$ cat config.mk
export PLATFORM = sky130hd
export DESIGN_NAME = mmio_dmem_flat
export DESIGN_NICKNAME = d
export VERILOG_FILES = /design/src/rtl/mmio_dmem_if.sv /design/src/rtl/mmio_dmem.sv /design/src/flat_wrapper.sv
export SDC_FILE = /design/constraint.sdc
export NUM_CORES = 2
export LEC_CHECK = 0
export BUFFER_PORTS_ARGS = -buffer_cell sky130_fd_sc_hd__buf_4
export CAP_MARGIN = 20
export CORE_AREA = 2 2 416 624
export CTS_CLUSTER_DIAMETER = 50
export DETAILED_ROUTE_END_ITERATION = 10
export DIE_AREA = 0 0 418 626
export PLACE_DENSITY = 0.6
export SYNTH_ARGS = -nofsm -noshare
export SYNTH_HDL_FRONTEND = slang
export SYNTH_SLANG_ARGS = --single-unit
$ cat constraint.sdc
create_clock -name clk -period 8.7 [get_ports clk]
set_clock_uncertainty 0.15 [all_clocks]
set_input_delay 1.74 -clock clk [delete_from_list [all_inputs] [get_ports clk]]
set_output_delay 1.74 -clock clk [all_outputs]
set_load 0.1 [all_outputs]
$ cat src/rtl/mmio_dmem_if.sv
// Core load/store port plus console drain handshake for mmio_dmem.
// The master side is the core/console pair; the slave side is the responder.
interface mmio_dmem_if;
  logic        we;
  logic [31:0] a;
  logic [31:0] wd;
  logic [31:0] rd;
  logic [31:0] cons_data;
  logic        cons_valid;
  logic        cons_ready;
  logic        halt;
  logic        overflow;

  modport master (
    output we, a, wd, cons_ready,
    input  rd, cons_data, cons_valid, halt, overflow
  );

  modport slave (
    input  we, a, wd, cons_ready,
    output rd, cons_data, cons_valid, halt, overflow
  );
endinterface

$ cat src/rtl/mmio_dmem.sv
// Data memory with console FIFO at word 0 and halt/status at word 1; combinational reads, stores on edge.
// Console words are visible one edge after the store; a full FIFO drops the push (sticky overflow) unless it pops that cycle.
module mmio_dmem #(
  parameter int RAM_WORDS  = 64,
  parameter int FIFO_DEPTH = 8,
  parameter int CNT_W      = $clog2(FIFO_DEPTH) + 1
) (
  input  logic        clk,
  input  logic        reset,
  mmio_dmem_if.slave  bus
);

  localparam int PTR_W = $clog2(FIFO_DEPTH);
  localparam int AW    = $clog2(RAM_WORDS);

  logic [29:0]      idx;
  logic             is_cons;
  logic             is_stat;
  logic             is_ram;
  logic [AW-1:0]    ram_addr;

  logic [31:0]      ram_q  [RAM_WORDS];
  logic [31:0]      fifo_q [FIFO_DEPTH];

  logic [PTR_W-1:0] wrptr_q, wrptr_d;
  logic [PTR_W-1:0] rdptr_q, rdptr_d;
  logic [CNT_W-1:0] count_q, count_d;
  logic             halt_q, halt_d;
  logic             overflow_q, overflow_d;

  logic             push_req;
  logic             push_ok;
  logic             pop;
  logic             fifo_full;
  logic             unused_byte_sel;

  assign idx             = bus.a[31:2];
  assign unused_byte_sel = ^bus.a[1:0];
  assign ram_addr        = idx[AW-1:0];

  assign is_cons = (idx == 30'd0);
  assign is_stat = (idx == 30'd1);
  assign is_ram  = (idx >= 30'd2) && (idx < 30'(RAM_WORDS));

  assign fifo_full = (count_q == CNT_W'(FIFO_DEPTH));
  assign pop       = (count_q != '0) && bus.cons_ready;
  assign push_req  = bus.we && is_cons;
  // A full FIFO still takes the push when the head leaves in the same cycle.
  assign push_ok   = push_req && (!fifo_full || pop);

  always_comb begin
    wrptr_d    = wrptr_q;
    rdptr_d    = rdptr_q;
    count_d    = count_q;
    halt_d     = halt_q;
    overflow_d = overflow_q;

    if (push_ok) begin
      wrptr_d = wrptr_q + PTR_W'(1);
    end
    if (pop) begin
      rdptr_d = rdptr_q + PTR_W'(1);
    end
    if (push_ok && !pop) begin
      count_d = count_q + CNT_W'(1);
    end else if (pop && !push_ok) begin
      count_d = count_q - CNT_W'(1);
    end

    if (bus.we && is_stat) begin
      halt_d = 1'b1;
    end
    if (push_req && !push_ok) begin
      overflow_d = 1'b1;
    end
  end

  always_ff @(posedge clk or posedge reset) begin
    if (reset) begin
      wrptr_q    <= '0;
      rdptr_q    <= '0;
      count_q    <= '0;
      halt_q     <= 1'b0;
      overflow_q <= 1'b0;
    end else begin
      wrptr_q    <= wrptr_d;
      rdptr_q    <= rdptr_d;
      count_q    <= count_d;
      halt_q     <= halt_d;
      overflow_q <= overflow_d;
    end
  end

  // Storage arrays are deliberately not reset; RAM contents survive a reset.
  always_ff @(posedge clk) begin
    if (push_ok) begin
      fifo_q[wrptr_q] <= bus.wd;
    end
  end

  always_ff @(posedge clk) begin
    if (bus.we && is_ram) begin
      ram_q[ram_addr] <= bus.wd;
    end
  end

  always_comb begin
    bus.rd = 32'd0;
    if (is_cons) begin
      bus.rd = 32'(count_q);
    end else if (is_stat) begin
      bus.rd = {30'd0, overflow_q, halt_q};
    end else if (is_ram) begin
      bus.rd = ram_q[ram_addr];
    end
  end

  assign bus.cons_data  = fifo_q[rdptr_q];
  assign bus.cons_valid = (count_q != '0);
  assign bus.halt       = halt_q;
  assign bus.overflow   = overflow_q;

endmodule

$ cat src/flat_wrapper.sv
// flat-port wrapper written by rule: the top's interface ports become plain ports
module mmio_dmem_flat 
#(
  parameter int RAM_WORDS  = 64,
  parameter int FIFO_DEPTH = 8,
  parameter int CNT_W      = $clog2(FIFO_DEPTH) + 1
)
  (clk, reset, bus_we, bus_a, bus_wd, bus_cons_ready, bus_rd, bus_cons_data, bus_cons_valid, bus_halt, bus_overflow);
  mmio_dmem_if bus_i ();
  input  logic clk;
  input  logic reset;
  input wire logic [$bits(bus_i.we)-1:0] bus_we;
  input wire logic [$bits(bus_i.a)-1:0] bus_a;
  input wire logic [$bits(bus_i.wd)-1:0] bus_wd;
  input wire logic [$bits(bus_i.cons_ready)-1:0] bus_cons_ready;
  output wire logic [$bits(bus_i.rd)-1:0] bus_rd;
  output wire logic [$bits(bus_i.cons_data)-1:0] bus_cons_data;
  output wire logic [$bits(bus_i.cons_valid)-1:0] bus_cons_valid;
  output wire logic [$bits(bus_i.halt)-1:0] bus_halt;
  output wire logic [$bits(bus_i.overflow)-1:0] bus_overflow;
  assign bus_i.we = bus_we;
  assign bus_i.a = bus_a;
  assign bus_i.wd = bus_wd;
  assign bus_i.cons_ready = bus_cons_ready;
  assign bus_rd = bus_i.rd;
  assign bus_cons_data = bus_i.cons_data;
  assign bus_cons_valid = bus_i.cons_valid;
  assign bus_halt = bus_i.halt;
  assign bus_overflow = bus_i.overflow;
  mmio_dmem #(.RAM_WORDS(RAM_WORDS), .FIFO_DEPTH(FIFO_DEPTH), .CNT_W(CNT_W)) u_core (.clk(clk), .reset(reset), .bus(bus_i));
endmodule
==> flow_metrics.tcl <==
set metrics [dict create \
    status "finished, final reports clean" \
    ys_warn_count 0 \
    holdCritPathClass "register to register" \
    seq_power_share 0.553 \
    post_drt_via_cell_ratio 5.87 \
    setup_viol 0 \
    post_synth_edffs 2304 \
    dieArea_um2 262000 \
    crit_path_max_incr_delay_ns 0.94 \
    clk_latency_ns 0.86 \
    crit_path_end_kind "primary output" \
    routabilityCongestion 0.850 \
    rows 228 \
    power_uw 22200 \
    drtIter0Drc 6839 \
    slowest_stage "sky130_fd_sc_hd__nor4_1" \
    sw_frac_of_total 0.216 \
    slew_headroom 0.194 \
    total_count_of_hold_check_failures_in_the_final_report 0 \
    detailroute.via_count 49200 \
    p_sw_uw 4800 \
    worstPathCellList "buf_8, buf_12, buf_4, mux4_2, mux2i_1, a22oi_1, nand3_1, nor4_1, buf_4, buf_4" \
    synth.cell_area_um2 89200 \
    power.ir.vdd_worst_v 0.000149 \
    die_w_um 418 \
    cts_setup_buffers 0 \
    total_global_routing_track_utilization 0.213 \
    cts.htree.levels 4 \
    floorplan.initialDensity 0.348 \
    critPathMaxFanout 43 \
    slew_viol_final 0 \
    rsz0062_at_grt "false" \
    required_ns 6.81 \
    clock_power_share 0.397 \
    maxCapViolCount 0 \
    clk_transition_reported_paths_ns 0.06 \
    drt_first_pass_iters 8 \
    die_y_extent_um 626 \
    p_leak_uw 0.0316 \
    synth_seq_area_share 0.779 \
    ioPinCount 135 \
    clock-root-buffer "sky130_fd_sc_hd__clkbuf_16" \
    worst-setup-path-type "input pin to primary output" \
    placeableCoreArea_um2 256000 \
    hold_slack_ns 0.368 \
    cts.hold.buffers_added 0 \
    cts-root-to-sink-buffers 4 \
    grt_max_degree 84 \
    cts-buffers-inserted 202 \
    flow.area_growth_from_synthesis_pct 14.1 \
    asyncSetResetFlopFracSynth 0.00518 \
    tritoncts_num_sinks 2316 \
    fmax_ghz 0.126 \
    final.min_clock_period_ns 7.94 \
    totalNegativeSetupSlack_ns 0 \
    syn-mean-instance-area_um2 19.6 \
    postRouteAntennaNets 0 \
    post-route-drc-count 0 \
    io_buffers 132 \
    pwr_density_cell_nw_per_um2 218 \
    synth_ff_type "sky130_fd_sc_hd__edfxtp_1" \
    startpoint_types "input pin" \
    grt_antenna_before_repair 21 \
    postRouteWirelength_um 286000 \
    overflow 0 \
    instances_no_fill 8378 \
    synthDistinctLibCells 80 \
    comb_power_share 0.050 \
    cts_resized 0 \
    data_arrival_time_of_the_critical_path_ns 6.05 \
    layout_cells_sized_above_1 0.241 \
    p_int_uw 17400 \
    routed_wire_length_per_instance_um 34.1 \
    post-route-period-util 0.913 \
    cts_tree "built" \
    total_instance_count_after_detailed_placement 8015 \
    global_route_wire_length_before_repair_um 390000 \
    timing_worst_slew_pin_value_ns 1.21 \
    synth_seq_cells 2316 \
    dpl.hpwl_um 172000 \
    grt_pass1_vias 48400 \
    synthCells 4549 \
    cp_common_cell "sky130_fd_sc_hd__buf_4" \
    nNetsFinal 4958 \
]
[cell type report]
class | count | area, um^2
clock inverters | 114 | 990
flip-flops and latches | 2316 | 69500
fillers | 22700 | 155000
repair buffers | 360 | 3090
multi-input cells | 1998 | 18700
diodes | 9 | 22.5
inverters | 6 | 32.5
clock buffers | 240 | 5280
well taps | 3335 | 4170
[cells in the mapped netlist, drive strengths merged, types with 4 or more instances]
library cell	count	share of area
a2111oi	8	0.0011
a211oi	35	0.0029
a21oi	102	0.0057
a221o	12	0.0013
a221oi	28	0.0028
a222oi	11	0.0012
a22o	10	0.00098
a22oi	33	0.0028
a2bb2oi	22	0.0022
a31oi	6	0.00042
a32oi	4	0.00039
and2	6	0.00045
and3	5	0.00035
and4	5	0.00049
buf	230	0.018
clkbuf	62	0.0026
dfrtp	12	0.0034
edfxtp	2304	0.78
ha	5	0.00070
inv	6	0.00031
mux2	201	0.025
mux2i	153	0.017
mux4	263	0.067
nand2	130	0.0055
nand2b	8	0.00056
nand3	30	0.0017
nor2	207	0.0088
nor2b	18	0.0013
nor3	13	0.00079
nor4	19	0.0015
o2111a	4	0.00050
o211ai	5	0.00042
o21ai	107	0.0060
o221ai	157	0.016
o22a	9	0.00088
o22ai	265	0.019
o31ai	4	0.00034
or2	5	0.00035
or3	7	0.00049
xnor2	6	0.00059
[worst paths after layout]
path / to / startpoint / depth (start not counted) / slack (ns)
setup / recovery: bus_rd[14] / bus_a[2] / 10 / 0.76
hold / removal: u_core.bus.halt / u_core.bus.halt / 1 / 0.37
setup reg to reg: u_core.fifo_q[0][13] / u_core.count_q[1] / 6 / 5.59
hold reg to reg: u_core.bus.halt / u_core.bus.halt / 1 / 0.37
max in group asynchronous: u_core.rdptr_q[0] / reset / 2 / 7.18
min in group asynchronous: u_core.count_q[1] / reset / 2 / 0.79
[placed cells by master, fill, tap and decap left out, types with 17 or more instances in the layout]
cell type	synthesis	layout
sky130_fd_sc_hd__conb_1	1	64
sky130_fd_sc_hd__buf_12	6	27
sky130_fd_sc_hd__mux2_2	197	197
sky130_fd_sc_hd__a22oi_1	33	33
sky130_fd_sc_hd__o22ai_1	265	265
sky130_fd_sc_hd__clkbuf_1	62	34
sky130_fd_sc_hd__a2bb2oi_1	22	22
sky130_fd_sc_hd__bufinv_16	0	17
sky130_fd_sc_hd__nor2b_1	18	17
sky130_fd_sc_hd__a21oi_1	102	102
sky130_fd_sc_hd__o221ai_1	153	153
sky130_fd_sc_hd__o21ai_0	104	104
sky130_fd_sc_hd__nor2_4	0	69
sky130_fd_sc_hd__mux4_2	259	259
sky130_fd_sc_hd__nand2_1	128	121
sky130_fd_sc_hd__a221oi_1	27	27
sky130_fd_sc_hd__clkinv_1	0	50
sky130_fd_sc_hd__mux2i_1	153	153
sky130_fd_sc_hd__clkbuf_16	0	206
sky130_fd_sc_hd__a211oi_1	35	34
sky130_fd_sc_hd__nor2_1	205	135
sky130_fd_sc_hd__edfxtp_1	2304	2304
sky130_fd_sc_hd__buf_4	56	327
sky130_fd_sc_hd__nand3_1	30	29
sky130_fd_sc_hd__clkinv_2	0	34
[cell families (layout without fill, tap and decap cells)]
| group | after synthesis | count (layout) | synth area share |
|---|---|---|---|
| flops | 2316 | 2316 | 0.779 |
| buf+inv | 298 | 720 | 0.0211 |
| compound gates | 841 | 841 | 0.0662 |
| other cells | 1 | 73 | 0.0000420 |
| fa+ha+maj | 6 | 6 | 0.000925 |
| simple gates | 463 | 463 | 0.0233 |
| mux | 617 | 617 | 0.109 |
| xor+xnor | 7 | 7 | 0.000687 |
[power groups by stage]
stage / logic (uW) / registers [uW] / clock network, uW
floorplan: 534 / 12500 / 0
global placement: 1070 / 12500 / 0
detailed placement: 1090 / 12500 / 0
CTS: 1090 / 12300 / 8920
finish: 1100 / 12300 / 8830
global route: 1130 / 12300 / 9290
[metrics by stage]
step | instance area, um^2 | utilization | worst slack, ns
global placement | 95400 | 0.372 | 0.965
floorplan | 89500 | - | 0.587
CTS | 102000 | 0.397 | 0.902
detailed placement | 95500 | 0.372 | 0.918
global route | 102000 | 0.397 | 0.933
finish | 102000 | 0.397 | 0.760
[critical path: cells and delay by family]
kind                   cells  cell delay (ns)
and+or+nand+nor            2             1.27
muxes                      2             0.46
buffers and inverters      5             1.84
AOI/OAI and AO/OA          1             0.58
[routing by layer]
metal	track usage	part of all wire
met3	0.0321	0.081
met5	0	0.00037
met4	0.118	0.066
met2	0.367	0.50
met1	0.255	0.35
[sequential cells by signal, indices dropped and copies added (netlist names)]
name,cells
u_core.fifo_q,256
u_core.count_q,4
u_core.rdptr_q,3
u_core.bus.overflow,1
u_core.bus.halt,1
u_core.ram_q,2048
u_core.wrptr_q,3
(Power assumes the default switching activity.)
